**config.mk**
```make
export PLATFORM = sky130hd
export DESIGN_NAME = seq_restoring_divider
export DESIGN_NICKNAME = d
export VERILOG_FILES = /design/src/rtl/seq_restoring_divider.sv
export SDC_FILE = /design/constraint.sdc
export NUM_CORES = 1
export LEC_CHECK = 0
export ABC_CLOCK_PERIOD_IN_PS = 3700
export BUFFER_PORTS_ARGS = -buffer_cell sky130_fd_sc_hd__clkbuf_2
export CAP_MARGIN = 20
export CELL_PAD_IN_SITES_DETAIL_PLACEMENT = 0
export CELL_PAD_IN_SITES_GLOBAL_PLACEMENT = 2
export CORE_MARGIN = 10
export CORE_UTILIZATION = 39
export CTS_BUF_LIST = sky130_fd_sc_hd__clkbuf_4 sky130_fd_sc_hd__clkbuf_8
export CTS_CLUSTER_SIZE = 28
export DETAILED_ROUTE_END_ITERATION = 8
export PLACE_DENSITY_LB_ADDON = 0.1
export SYNTH_ARGS = -nofsm -noshare
export SYNTH_HDL_FRONTEND = slang
export SYNTH_SLANG_ARGS = --single-unit
export TNS_END_PERCENT = 10
```
**constraint.sdc**
```tcl
create_clock -name clk -period 3.7 [get_ports clk]
set_input_delay 0.74 -clock clk [delete_from_list [all_inputs] [get_ports clk]]
set_output_delay 0.74 -clock clk [all_outputs]
set_load 0.02 [all_outputs]
```
**src/rtl/seq_restoring_divider.sv**
```systemverilog
// rtl/seq_restoring_divider.sv - unsigned multi-cycle restoring divider, one quotient bit per clock
module seq_restoring_divider #(
  parameter int WIDTH = 8
) (
  input  logic             clk,
  input  logic             rst_n,
  input  logic             start,
  input  logic [WIDTH-1:0] dividend,
  input  logic [WIDTH-1:0] divisor,
  output logic             busy,
  output logic             done,
  output logic [WIDTH-1:0] quotient,
  output logic [WIDTH-1:0] remainder,
  output logic             div_by_zero
);

  localparam int CW = $clog2(WIDTH + 1);
  localparam logic [CW-1:0] LAST_STEP = CW'(WIDTH - 1);

  typedef enum logic [1:0] {
    IDLE = 2'd0,
    CALC = 2'd1,
    DONE = 2'd2
  } state_t;

  state_t             state_q;
  logic [WIDTH:0]     r_q;
  logic [WIDTH-1:0]   q_q;
  logic [WIDTH-1:0]   d_q;
  logic [CW-1:0]      cnt_q;
  logic [WIDTH-1:0]   quot_q;
  logic [WIDTH-1:0]   rem_q;
  logic               dbz_q;
  logic               busy_q;
  logic               done_q;

  logic [2*WIDTH:0]   rq_shift;
  logic [WIDTH:0]     trial;
  logic [WIDTH:0]     r_d;
  logic [WIDTH-1:0]   q_d;

  // One restoring step: shift {R,Q} left, trial-subtract the divisor, keep R on borrow
  always_comb begin
    rq_shift = {r_q, q_q} << 1;
    trial    = rq_shift[2*WIDTH:WIDTH] - {1'b0, d_q};
    r_d      = rq_shift[2*WIDTH:WIDTH];
    q_d      = rq_shift[WIDTH-1:0];
    if (!trial[WIDTH]) begin
      r_d = trial;
      q_d = rq_shift[WIDTH-1:0] | WIDTH'(1);
    end
  end

  // Control FSM, datapath and registered result/status outputs
  always_ff @(posedge clk or negedge rst_n) begin
    if (!rst_n) begin
      state_q <= IDLE;
      r_q     <= '0;
      q_q     <= '0;
      d_q     <= '0;
      cnt_q   <= '0;
      quot_q  <= '0;
      rem_q   <= '0;
      dbz_q   <= 1'b0;
      busy_q  <= 1'b0;
      done_q  <= 1'b0;
    end else begin
      case (state_q)
        IDLE: begin
          if (start) begin
            busy_q <= 1'b1;
            if (divisor != '0) begin
              q_q     <= dividend;
              d_q     <= divisor;
              r_q     <= '0;
              cnt_q   <= '0;
              state_q <= CALC;
            end else begin
              // Zero divisor skips the iterations and completes immediately
              quot_q  <= '1;
              rem_q   <= dividend;
              dbz_q   <= 1'b1;
              done_q  <= 1'b1;
              state_q <= DONE;
            end
          end
        end
        CALC: begin
          r_q   <= r_d;
          q_q   <= q_d;
          cnt_q <= cnt_q + CW'(1);
          if (cnt_q == LAST_STEP) begin
            quot_q  <= q_d;
            rem_q   <= r_d[WIDTH-1:0];
            dbz_q   <= 1'b0;
            done_q  <= 1'b1;
            state_q <= DONE;
          end
        end
        DONE: begin
          busy_q  <= 1'b0;
          done_q  <= 1'b0;
          state_q <= IDLE;
        end
        default: begin
          busy_q  <= 1'b0;
          done_q  <= 1'b0;
          state_q <= IDLE;
        end
      endcase
    end
  end

  assign busy        = busy_q;
  assign done        = done_q;
  assign quotient    = quot_q;
  assign remainder   = rem_q;
  assign div_by_zero = dbz_q;

endmodule

```
Yosys cells after proc, flatten, opt, wreduce, memory -nomap -nowiden
Cells that the tools add are included.
{"block": "totals", "regBits": 49, "latch_bits": 0, "mem_bits_rw": 0, "rom_bits": 0, "in_bits": 19, "out_inout_bits": 19, "n_memories": 0}
{"block": "op_classes", "addsub": 2, "n_mul": 0, "n_div": 0, "magnitude_cmp": 0, "n_eq_ne": 6, "n_shift": 0, "mux": 31, "bitwise_logic": 1, "n_reduce_logical": 9}
{"op": "8-bit 2-to-1 mux", "count": 11}
{"op": "8-bit one-hot mux with 2 select lines", "count": 4}
{"op": "3-bit AND reduction", "count": 3}
{"op": "9-bit by 8-bit subtractor with 9-bit output", "count": 1}
{"op": "4-bit 2-to-1 mux", "count": 2}
{"op": "2-bit != test (second input constant)", "count": 4}
{"op": "4-bit one-hot mux with 2 select lines", "count": 1}
{"op": "8-bit nonzero test", "count": 1}
{"op": "1-bit 2-to-1 mux", "count": 6}
{"op": "2-bit 2-to-1 mux", "count": 3}
{"op": "1-bit one-hot mux with 2 select lines", "count": 3}
{"op": "4-bit by 1-bit adder with 4-bit output (second input constant)", "count": 1}
{"op": "4-bit by 3-bit equality test with 1-bit output (second input constant)", "count": 1}
{"op": "2-bit one-hot mux with 2 select lines", "count": 1}
{"op": "2-bit AND reduction", "count": 2}
{"op": "4-bit AND reduction", "count": 1}
{"op": "2-bit by 1-bit equality test with 1-bit output (second input constant)", "count": 1}
{"op": "2-bit logical NOT", "count": 1}
{"op": "2-bit nonzero test", "count": 1}
{"op": "1-bit inverter", "count": 1}

Depth between registers and ports, before layout
Gate-level depths: netlist of run 1.
{"block": "depth", "word_depth": 4, "ltp_mapped": 10}

Worst setup path before layout of run 1
OpenSTA, ideal clock, no wires.
{"block": "synth_path", "path_kind": "input port to flip-flop", "startpoint": "input divisor[5]", "endpoint": "register rem_q[3], in the netlist remainder[3]", "setup_time_ps": 69, "arrival_time_ps": 2299, "required_ps": 3631, "path_slack_ps": 1332, "cell_stages": 7, "path_cell_list": "or4_1 buf_2 or4_1 buf_2 nand2_1 nand4_1 nand3_1"}
{"block": "synth_via", "elab_chain_len": 3}
{"element": "from (decl)", "line_no": "9", "rtl": "input logic [WIDTH-1:0] divisor,"}
{"element": "8-bit nonzero test", "line_no": "72", "rtl": "if (divisor != '0) begin"}
{"element": "2-bit != test (no source line)"}
{"element": "4-bit AND reduction (no source line)"}
{"element": "to (signal assigned)", "line_no": "81", "rtl": "rem_q <= dividend;"}
{"element": "to (signal assigned)", "line_no": "94", "rtl": "rem_q <= r_d[WIDTH-1:0];"}
{"element": "to (decl)", "line_no": "32", "rtl": "logic [WIDTH-1:0] rem_q;"}
No other way between the ends.
A chain may end at the register's enable or synchronous reset.

Worst setup path after layout of run 1
{"block": "layout_path", "startpoint": "register q_q[7]", "endpoint": "register r_q[7]"}
{"block": "layout_via", "elab_chain_len": 3}
{"element": "from (decl)", "line_no": "28", "rtl": "logic [WIDTH-1:0] q_q;"}
{"element": "from (signal assigned)", "line_no": "73", "rtl": "q_q <= dividend;"}
{"element": "from (signal assigned)", "line_no": "90", "rtl": "q_q <= q_d;"}
{"element": "9-bit by 8-bit subtractor with 9-bit output", "line_no": "45", "rtl": "trial = rq_shift[2*WIDTH:WIDTH] - {1'b0, d_q};"}
{"element": "8-bit 2-to-1 mux", "line_no": "48", "rtl": "if (!trial[WIDTH]) begin"}
{"element": "8-bit one-hot mux with 2 select lines", "line_no": "68", "rtl": "case (state_q)"}
{"element": "to (signal assigned)", "line_no": "89", "rtl": "r_q <= r_d;"}
{"element": "to (decl)", "line_no": "27", "rtl": "logic [WIDTH:0] r_q;"}
No other way between the ends.

==> run metrics, run 1 <==
run status=completed; largest family of logic cells by synthesized area=compound AO/OA/AOI/OAI gates; effective utilization at floorplan=0.396; power per unit of standard cell area=1050 nW/um^2; number of levels the H-tree was split into=2; final-stage net count=353; Worst path depth=9; Fillers=682; quantity of hold-fixing buffers added after cts=0; reported max-cap violation count=0; remaining antenna violation count=0; post-CTS resize count=0; fraction of the yosys area taken by sequential cells=0.460; number of antenna violations at the first check in global routing=0; number of ports placed on the die boundary=38; initial detailed-routing violation count=133; CTS Buf Count=5; number of placement rows=30; Critical R2R Capture=r_q[7]; wire length after detailed routing=7120 microns; clock tree from TritonCTS=yes; number of flip-flops and latches in the synthesized netlist=49; sum of buffers and inverters on the critical path=2; cell class contributing the biggest share of worst-path delay=compound AO/OA/AOI/OAI gates; endpoint kind of the worst setup timing path=flop; pin count of the biggest net entering global routing=33; required time of the critical path=3.92 ns; ant diodes=0; fraction of synthesized cell area in xor and xnor cells=0.0197; share of synthesized registers carrying an async set or reset=1.00; area delta synth->final=12.8%; clock slew at the register clock pins of the worst setup and hold paths=0.10 ns; count of synthesis-stage warnings from yosys=0; global placement routability congestion=0.814; CP startpoint kind=flop; cells along the critical path=inv_1, ha_1, inv_1, fa_1, a211oi_1, o211a_1, o211a_1, o2111ai_1, o221ai_1; final core area utilization=0.447; unrepaired setup endpoints after global routing=no; slowest library cell on the worst path=sky130_fd_sc_hd__o211a_1; kind of critical path=reg2reg; placeable core region=6720 sq um; Hold Path Class=in2async; compound-cell area share of the yosys netlist=0.233; endpoint of the worst setup timing path=r_q[7]; delay of the slowest cell on the worst path=0.44 ns; Longest Clk Path Bufs=2; DRC violation count after routing=0; post-synthesis area per instance=9.09 sq um; drt via density=5.62; Adder-Cell Fraction of Synth Area=0.0498; # clock sinks=49; Total Power Consumption=3160 uW; via count of the first global-routing pass=2,269; crit path DAT=2.98 ns; post-synthesis instance area=2660 sq um; max-slew violations=0; Synth Net Count=322; Static Leakage=0.00140 uW; post-synth cell types=47; post-layout min period=2.76 ns; most used flip-flop cell after synthesis=sky130_fd_sc_hd__dfrtp_1; half-perimeter wire length after placement=5300 microns; Post-synth EDFFs=0; total routing usage reported by global routing=0.146; floorplan die height=103 microns; cell chosen for the clock root=sky130_fd_sc_hd__clkbuf_8; # setup viols final=0; highest fanout seen on the critical path=13; DRT Pass-1 Iters=7; reg-to-reg critical path startpoint=q_q[7]; full die area=10,500 sq um; multiplexer area fraction after synthesis=0.0122; Relative slew margins=0.487; proportion of layout cells with a drive suffix above 1=0.182; worst reg-to-reg setup slack=0.94 ns; largest clock skew in the final design=0.00831 ns; total number of vias=2,277; Tcrit/Tclk final=0.745; buffers inserted by post-CTS timing repair=0; total negative slack=0 ns; Simple-Gate Fraction of Synth Area=0.158; Max Clock Freq=0.363 GHz; count of mapped cells out of synthesis=293; total of buffers placed on input and output ports=37; Die X-Extent=103 microns; startpoint of the worst setup timing path=q_q[7]; slew at the pin closest to its max-slew limit=0.769 ns; largest vdd supply drop=0.492 mV; clock latency reported for the late side of the worst-skew pair=0.31 ns; wire length of the first global-routing pass=12,000 microns; hold violation count in the final report=0; residual overflow from global routing=0; average routed wire per standard cell=17.6 microns; count of cells along the worst register-to-register path=9
## layer usage
metal  GRT usage  part of all wire
met2       0.238              0.48
met3      0.0268             0.039
met4      0.0390             0.010
met1       0.193              0.47
met5           0                 0
## kinds of logic after synthesis
logic type	count (synthesis)
mux	3
fa+ha+maj	10
simple gates	91
flops	49
compound gates	91
buf+inv	43
xor+xnor	6
## registers in the layout (all words and copies together), names as in the netlist
register,cells
busy,1
cnt_q,4
d_q,8
div_by_zero,1
done,1
q_q,8
quotient,8
r_q,8
remainder,8
state_q,2
## worst reg2reg max path: stages (launching register included)
cell and delay [ns]:
sky130_fd_sc_hd__dfrtp_1 0.40, sky130_fd_sc_hd__inv_1 0.06, sky130_fd_sc_hd__ha_1 0.17, sky130_fd_sc_hd__inv_1 0.06, sky130_fd_sc_hd__fa_1 0.39, sky130_fd_sc_hd__a211oi_1 0.39
sky130_fd_sc_hd__o211a_1 0.29, sky130_fd_sc_hd__o211a_1 0.45, sky130_fd_sc_hd__o2111ai_1 0.24, sky130_fd_sc_hd__o221ai_1 0.22
## worst min-delay path by stage
stage	slack [ns]	to	start
after floorplan	0.44	busy	rst_n
after global placement	0.48	busy	busy
after detailed placement	0.49	busy	busy
after CTS	0.51	busy	busy
after global routing	0.54	cnt_q[2]	rst_n
final	0.49	cnt_q[2]	rst_n
## through the flow
stage	setup WS (ns)	instances	cell area, sq um	hold WS [ns]
finish	0.942	405	3010	0.486
global route	0.636	405	3010	0.539
CTS	0.906	405	3010	0.512
detailed placement	0.790	397	2920	0.489
global placement	0.799	397	2920	0.479
floorplan	1.33	293	2660	0.444
## cells in the mapped netlist, types with 2 or more instances
master                      instances  area share
sky130_fd_sc_hd__o2111ai_1          5       0.016
sky130_fd_sc_hd__nand2b_1           2      0.0047
sky130_fd_sc_hd__a21oi_1           13       0.024
sky130_fd_sc_hd__o211ai_1           6       0.017
sky130_fd_sc_hd__inv_1             24       0.034
sky130_fd_sc_hd__buf_2              6       0.011
sky130_fd_sc_hd__o21ai_0           24       0.045
sky130_fd_sc_hd__nand3_1            7       0.013
sky130_fd_sc_hd__o21ai_1            2      0.0038
sky130_fd_sc_hd__xnor2_1            4       0.013
sky130_fd_sc_hd__a222oi_1           6       0.023
sky130_fd_sc_hd__mux2_2             2      0.0085
sky130_fd_sc_hd__or4_1              3      0.0085
sky130_fd_sc_hd__nand4_1            4      0.0094
sky130_fd_sc_hd__buf_4              2      0.0056
sky130_fd_sc_hd__o211a_1            2      0.0075
sky130_fd_sc_hd__dfrtp_1           49        0.46
sky130_fd_sc_hd__a31oi_1           11       0.026
sky130_fd_sc_hd__nor2b_1            4      0.0094
sky130_fd_sc_hd__a21o_1             2      0.0056
sky130_fd_sc_hd__nor3_1             9       0.017
sky130_fd_sc_hd__xor2_1             2      0.0066
sky130_fd_sc_hd__clkbuf_1          11       0.016
sky130_fd_sc_hd__a32oi_1            4       0.013
sky130_fd_sc_hd__a22oi_1            3      0.0085
sky130_fd_sc_hd__nor2_1            21       0.030
sky130_fd_sc_hd__ha_1               9       0.042
sky130_fd_sc_hd__a211oi_1           3      0.0085
sky130_fd_sc_hd__o221ai_1           2      0.0066
sky130_fd_sc_hd__nand2_1           34       0.048
## cell usage in the layout (no fill, tap or decap), types with 3 or more instances in the layout
cell                        instances
sky130_fd_sc_hd__a31oi_1           11
sky130_fd_sc_hd__a211oi_1           3
sky130_fd_sc_hd__a222oi_1           6
sky130_fd_sc_hd__buf_4              6
sky130_fd_sc_hd__nor2b_1            3
sky130_fd_sc_hd__a21oi_1           13
sky130_fd_sc_hd__or4_1              3
sky130_fd_sc_hd__clkbuf_2          37
sky130_fd_sc_hd__nor3_1             8
sky130_fd_sc_hd__xnor2_1            4
sky130_fd_sc_hd__nand2_1           34
sky130_fd_sc_hd__nor2_1            21
sky130_fd_sc_hd__dfrtp_1           49
sky130_fd_sc_hd__o21ai_0           24
sky130_fd_sc_hd__inv_1             24
sky130_fd_sc_hd__nand4_1            4
sky130_fd_sc_hd__a32oi_1            4
sky130_fd_sc_hd__o2111ai_1          5
sky130_fd_sc_hd__a22oi_1            3
sky130_fd_sc_hd__o211ai_1           6
sky130_fd_sc_hd__ha_1               9
sky130_fd_sc_hd__nand3_1            7
sky130_fd_sc_hd__clkbuf_8           5
## area by class of cell
cell class	count	area, sq um	area share
flip-flops and latches	49	1230	0.408
inverters	24	90.1	0.0300
multi-input cells	201	1270	0.422
clock buffers	6	76.3	0.0254
repair buffers	43	230	0.0766
well taps	80	100	0.0333
clock inverters	2	13.8	0.00458
## power by group
part	switching, uW	internal, uW
sequential	196	785
clock	195	143
combinational	1140	700
total	1540	1630
No activity file was read; power rests on OpenSTA's default activity.
==> run 2, diff against run 1 <==
- ABC_CLOCK_PERIOD_IN_PS: 3700 -> 2800
- CORE_UTILIZATION: 39 -> 36
- clock period: 3.7 -> 2.8 ns (I/O delays scaled with it)
==> run 2 against run 1 <==
Compared with the run above:
- core utilization is 1.9 points lower
- design area is 2.7% higher
- sequential power is 29% higher
- power is 36% higher
- clock power is 30% higher
- clock-buffer cell count is 1 lower
==> run metrics, run 2 (synthesized netlist as in run 1, its figures left out) <==
number of ports placed on the die boundary=38 (unchanged); placeable core region=7210 sq um (was 6720 sq um); P_sw=2060 uW (was 1540 uW); clock slew at the register clock pins of the worst setup and hold paths=0.10 ns (about the same); pin count of the biggest net entering global routing=34 (was 33); residual overflow from global routing=0 (unchanged); CP startpoint kind=flop (unchanged); total number of vias=2,304 (was 2,277); average routed wire per standard cell=16.9 microns (was 17.6 microns); # setup viols final=0 (unchanged); commonest cells after routing, fill and taps aside=sky130_fd_sc_hd__dfrtp_1 (49), sky130_fd_sc_hd__clkbuf_2 (37), sky130_fd_sc_hd__nand2_1 (34) (unchanged); crit path DAT=2.69 ns (was 2.98 ns); hold slack final=0.343 ns (was 0.486 ns); Relative slew margins=0.428 (was 0.487); Die X-Extent=106 microns (was 103 microns); Hold Path Class=in2async (unchanged); largest vdd supply drop=0.568 mV (was 0.492 mV); number of placed instances with taps included=423 (was 397); internal power contribution=2250 uW (was 1630 uW); number of placement rows=31 (was 30); area delta synth->final=15.9% (was 12.8%); floorplan die height=106 microns (was 103 microns); total of buffers placed on input and output ports=37 (unchanged); number of antenna violations at the first check in global routing=0 (unchanged); Longest Clk Path Bufs=2 (unchanged); worst-case setup slack after placement=0.237 ns (was 0.790 ns); reported max-cap violation count=0 (unchanged); wire length after detailed routing=7290 microns (was 7120 microns); power per unit of standard cell area=1400 nW/um^2 (was 1050 nW/um^2); effective utilization at floorplan=0.369 (was 0.396); DRC violation count after routing=0 (unchanged); required time of the critical path=3.02 ns (was 3.92 ns); # clock sinks=49 (unchanged); register share of total power=0.295 (was 0.310); drt via density=5.35 (was 5.62); post-layout min period=2.46 ns (was 2.76 ns); global routing usage on met3=0.0284 (was 0.0268); endpoint kind of the worst setup timing path=flop (unchanged); total routing usage reported by global routing=0.134 (was 0.146); cell chosen for the clock root=sky130_fd_sc_hd__clkbuf_8 (unchanged); max-slew violations=0 (unchanged); grt met2 use=0.225 (was 0.238); final-stage net count=360 (was 353); remaining antenna violation count=0 (unchanged); initial detailed-routing violation count=101 (was 133); met1 GRT Util=0.170 (was 0.193); kind of critical path=reg2reg (unchanged); Static Leakage=0.00143 uW (was 0.00140 uW); full die area=11,200 sq um (was 10,500 sq um); clock tree from TritonCTS=yes (unchanged); ant diodes=0 (unchanged); wire length of the first global-routing pass=12,400 microns (was 12,000 microns); worst reg-to-reg setup slack=0.34 ns (was 0.94 ns); final core area utilization=0.428 (was 0.447); proportion of power drawn by the clock network=0.102 (was 0.107); total negative slack=0 ns (unchanged); Fillers=770 (was 682); proportion of power drawn by combinational gates=0.603 (was 0.583); most common library cell in the layout ignoring fill and taps=sky130_fd_sc_hd__dfrtp_1 (unchanged); clock latency reported for the late side of the worst-skew pair=0.31 ns (about the same); CTS Buf Count=5 (unchanged); Switching Share=0.478 (was 0.485); DRT Pass-1 Iters=6 (was 7); slew at the pin closest to its max-slew limit=0.858 ns (was 0.769 ns); post-layout instance count excluding filler cells=431 (was 405); worst setup slack after layout=0.336 ns (was 0.942 ns); run status=completed (unchanged); global placement routability congestion=0.800 (was 0.814); proportion of layout cells with a drive suffix above 1=0.202 (was 0.182); Max Clock Freq=0.406 GHz (was 0.363 GHz); highest fanout seen on the critical path=8 (was 13); unrepaired setup endpoints after global routing=no (unchanged); Tcrit/Tclk final=0.880 (was 0.745); quantity of hold-fixing buffers added after cts=0 (unchanged); via count of the first global-routing pass=2,340 (was 2,269); largest clock skew in the final design=0.00710 ns (was 0.00831 ns); number of levels the H-tree was split into=2 (unchanged); half-perimeter wire length after placement=5580 microns (was 5300 microns); hold violation count in the final report=0 (unchanged); global-route layer with the greatest usage=met2 (unchanged)
==> run 2: per-layer routing <==
| layer | vias to the layer above | routed length, microns | share of wire |
|---|---|---|---|
| met1 | 1116 | 3350 | 0.46 |
| met2 | 46 | 3540 | 0.49 |
| met5 | - | 0 | 0 |
| li1 | 1136 | - | - |
| met4 | 0 | 81 | 0.011 |
| met3 | 6 | 308 | 0.042 |
==> run 2: final cells by class <==
type | instances | area (sq um) | share of cell area
multi-input combinational | 201 | 1270 | 0.413
sequential | 49 | 1230 | 0.397
timing repair buffer | 50 | 283 | 0.0916
tap | 99 | 124 | 0.0401
inverter | 24 | 90.1 | 0.0292
clock buffer | 5 | 68.8 | 0.0223
clock inverter | 3 | 21.3 | 0.00689
==> run 2: repair_timing <==
action	in CTS	in global routing
resized for setup	0	1
setup endpoints to repair	0	3
buffers inserted	0	0
==> run 2: stage by stage <==
| stage | total power, uW | instance area [sq um] |
|---|---|---|
| 4_1_cts | 4350 | 3080 |
| 5_1_grt | 4770 | 3090 |
| 2_1_floorplan | 3100 | 2660 |
| 3_3_place_gp | 3900 | 2990 |
| 6_report | 4310 | 3090 |
| 3_5_place_dp | 3900 | 2990 |
==> run 2: path summary, 6_finish.rpt <==
kind / from / end / depth (start not counted)
hold reg to reg: busy / busy / 2
min in group clk: divisor[2] / d_q[2] / 3
setup reg to reg: q_q[7] / r_q[7] / 9
hold / removal: rst_n / cnt_q[2] / 1
max in group asynchronous: rst_n / r_q[0] / 2
setup / recovery: q_q[7] / r_q[7] / 9
==> run 2: critical path, cell delays in order, from the launching register on <==
cell and delay, ns:
sky130_fd_sc_hd__dfrtp_1 0.40, sky130_fd_sc_hd__inv_1 0.06, sky130_fd_sc_hd__ha_1 0.16, sky130_fd_sc_hd__inv_1 0.05
sky130_fd_sc_hd__fa_1 0.41, sky130_fd_sc_hd__a211oi_2 0.29, sky130_fd_sc_hd__o211a_1 0.28, sky130_fd_sc_hd__o211a_1 0.33
sky130_fd_sc_hd__o2111ai_1 0.19, sky130_fd_sc_hd__o221ai_1 0.20
==> run 2: power by group through the flow <==
stage | combinational [uW] | clock, uW | sequential [uW]
finish | 2600 | 437 | 1270
global route | 2970 | 477 | 1320
CTS | 2620 | 460 | 1280
detailed placement | 2610 | 0 | 1290
global placement | 2610 | 0 | 1290
floorplan | 1740 | 0 | 1360
==> run 3, diff against run 2 <==
- CORE_ASPECT_RATIO: default -> 1.4
- SETUP_SLACK_MARGIN: default -> 0.02
==> run 3 against run 2 <==
Compared with the run above:
- setup slack worse by 0.032 ns
- flip-flop and latch count did not move
- clock-buffer cell count is 1 higher
- critical path type unchanged
- critical endpoint is now remainder[6]
==> run metrics, run 3 (synthesized netlist as in run 1, its figures left out) <==
area delta synth->final=16.1% (was 15.9%); slew at the pin closest to its max-slew limit=0.562 ns (was 0.858 ns); wire length of the first global-routing pass=12,400 microns (about the same); count of cells along the worst register-to-register path=9 (unchanged); DRC violation count after routing=0 (unchanged); total number of vias=2,265 (was 2,304); Total Power Consumption=4330 uW (was 4310 uW); post-layout min period=2.50 ns (was 2.46 ns); number of levels the H-tree was split into=2 (unchanged); pin count of the biggest net entering global routing=36 (was 34); largest vdd supply drop=0.882 mV (was 0.568 mV); reg-to-reg critical path startpoint=q_q[7] (unchanged); Relative slew margins=0.622 (was 0.428); floorplan die height=122 microns (was 106 microns); worst reg-to-reg setup slack=0.30 ns (was 0.34 ns); hold slack final=0.187 ns (was 0.343 ns); via count of the first global-routing pass=2,339 (was 2,340); run status=completed (unchanged); initial detailed-routing violation count=107 (was 101); final-stage net count=359 (was 360); residual overflow from global routing=0 (unchanged); sequential cell area=1230 sq um (unchanged); number of antenna violations at the first check in global routing=0 (unchanged); # setup viols final=0 (unchanged); total of buffers placed on input and output ports=37 (unchanged); worst setup slack after layout=0.304 ns (was 0.336 ns); total negative slack=0 ns (unchanged); placeable core region=7270 sq um (was 7210 sq um); clock slew at the register clock pins of the worst setup and hold paths=0.10 ns (about the same); most common library cell in the layout ignoring fill and taps=sky130_fd_sc_hd__dfrtp_1 (unchanged); commonest cells after routing, fill and taps aside=sky130_fd_sc_hd__dfrtp_1 (49), sky130_fd_sc_hd__clkbuf_2 (37), sky130_fd_sc_hd__nand2_1 (34) (unchanged); kind of critical path=reg2reg (unchanged); global placement routability congestion=0.780 (was 0.800); half-perimeter wire length after placement=5730 microns (was 5580 microns); worst-case setup slack after placement=0.0834 ns (was 0.237 ns); clock tree from TritonCTS=yes (unchanged); remaining antenna violation count=0 (unchanged); crit path DAT=2.69 ns (about the same); wire length after detailed routing=7370 microns (was 7290 microns); largest clock skew in the final design=0.0123 ns (was 0.00710 ns); delay of the slowest cell on the worst path=0.41 ns (about the same); proportion of layout cells with a drive suffix above 1=0.205 (was 0.202); max-slew violations=0 (unchanged); reported max-cap violation count=0 (unchanged); slowest library cell on the worst path=sky130_fd_sc_hd__fa_1 (unchanged); most repeated library cell on the critical path=sky130_fd_sc_hd__inv_1; # clock sinks=49 (unchanged); multi-input logic area=1290 sq um (was 1270 sq um); CP startpoint kind=flop (unchanged); startpoint of the worst setup timing path=q_q[7] (unchanged); highest fanout seen on the critical path=10 (was 8); Die X-Extent=92.7 microns (was 106 microns); required time of the critical path=2.99 ns (was 3.02 ns); average routed wire per standard cell=17.2 microns (was 16.9 microns); Static Leakage=0.00142 uW (was 0.00143 uW); cell class contributing the biggest share of worst-path delay=compound AO/OA/AOI/OAI gates (unchanged); Tcrit/Tclk final=0.892 (was 0.880); Longest Clk Path Bufs=2 (unchanged); total routing usage reported by global routing=0.137 (was 0.134); sum of buffers and inverters on the critical path=2 (unchanged); number of ports placed on the die boundary=38 (unchanged); Max Clock Freq=0.401 GHz (was 0.406 GHz); endpoint kind of the worst setup timing path=flop (unchanged); cell chosen for the clock root=sky130_fd_sc_hd__clkbuf_8 (unchanged); drt via density=5.29 (was 5.35); DRT Pass-1 Iters=4 (was 6); quantity of hold-fixing buffers added after cts=0 (unchanged); clock latency reported for the late side of the worst-skew pair=0.31 ns (about the same); Fillers=771 (was 770); Worst path depth=9 (unchanged); hold violation count in the final report=0 (unchanged); CTS Buf Count=5 (unchanged); cells along the critical path=inv_1, ha_1, inv_1, fa_1, a211oi_2, o211a_1, o211ai_2, a32oi_2, a31oi_1 (was inv_1, ha_1, inv_1, fa_1, a211oi_2, o211a_1, o211a_1, o2111ai_1, o221ai_1); Critical R2R Capture=remainder[6] (was r_q[7]); Hold Path Class=in2async (unchanged); power per unit of standard cell area=1400 nW/um^2 (about the same); effective utilization at floorplan=0.367 (was 0.369); unrepaired setup endpoints after global routing=no (unchanged); full die area=11,300 sq um (was 11,200 sq um); endpoint of the worst setup timing path=remainder[6] (was r_q[7]); ant diodes=0 (unchanged); number of placement rows=37 (was 31)
## run 3: cell count changes in the layout (fill, tap and decap cells not counted), sizes merged
cell,previous run,this run
buf,13,12
clkbuf,42,43
clkinv,1,0
clkinvlp,1,2
inv,25,24
## run 3: where the power goes
part | switching, uW | internal, uW | total, uW
Clock | 255 | 187 | 442
Combinational | 1580 | 1020 | 2600
Sequential | 242 | 1040 | 1280
## run 3: what timing repair did
| item | 4_1_cts | 5_1_grt |
|---|---|---|
| endpoints found under the setup margin | 0 | 17 |
| setup buffers | 0 | 0 |
| resized for setup | 0 | 4 |
## run 3: worst register-to-register path, stage by stage, from the launching register on
cell and delay [ns]:
sky130_fd_sc_hd__dfrtp_1 0.40, sky130_fd_sc_hd__inv_1 0.06, sky130_fd_sc_hd__ha_1 0.17, sky130_fd_sc_hd__inv_1 0.06
sky130_fd_sc_hd__fa_1 0.41, sky130_fd_sc_hd__a211oi_2 0.30, sky130_fd_sc_hd__o211a_1 0.29, sky130_fd_sc_hd__o211ai_2 0.27
sky130_fd_sc_hd__a32oi_2 0.33, sky130_fd_sc_hd__a31oi_1 0.10
## run 3: final cells by class
| type | count | share of cell area |
|---|---|---|
| multi-input cells | 201 | 0.417 |
| well taps | 97 | 0.0392 |
| inverters | 24 | 0.0291 |
| clock inverters | 2 | 0.00485 |
| flip-flops and latches | 49 | 0.396 |
| clock buffers | 6 | 0.0247 |
| repair buffers | 49 | 0.0890 |
## run 3: how the worst min path moves through the flow
stage          startpoint          end  depth (start not counted)
2_1_floorplan       rst_n         busy                          0
3_3_place_gp         busy         busy                          2
3_5_place_dp       q_q[0]       q_q[1]                          2
4_1_cts             rst_n  quotient[1]                          1
5_1_grt             rst_n       q_q[1]                          1
6_report            rst_n       q_q[1]                          1
## run 3: per-stage QoR
stage	cells	util	cell area [sq um]
5_1_grt	428	0.426	3090
3_5_place_dp	420	0.410	2980
6_report	428	0.426	3090
2_1_floorplan	293	-	2660
3_3_place_gp	420	0.410	2980
4_1_cts	428	0.423	3070
## run 3: layer usage
layer | part of all wire | global-route usage | vias to the layer above
li1 | - | - | 1131
met1 | 0.43 | 0.156 | 1099
met2 | 0.53 | 0.254 | 31
met3 | 0.037 | 0.0271 | 4
met4 | 0.0085 | 0.0348 | 0
met5 | 0 | 0 | -
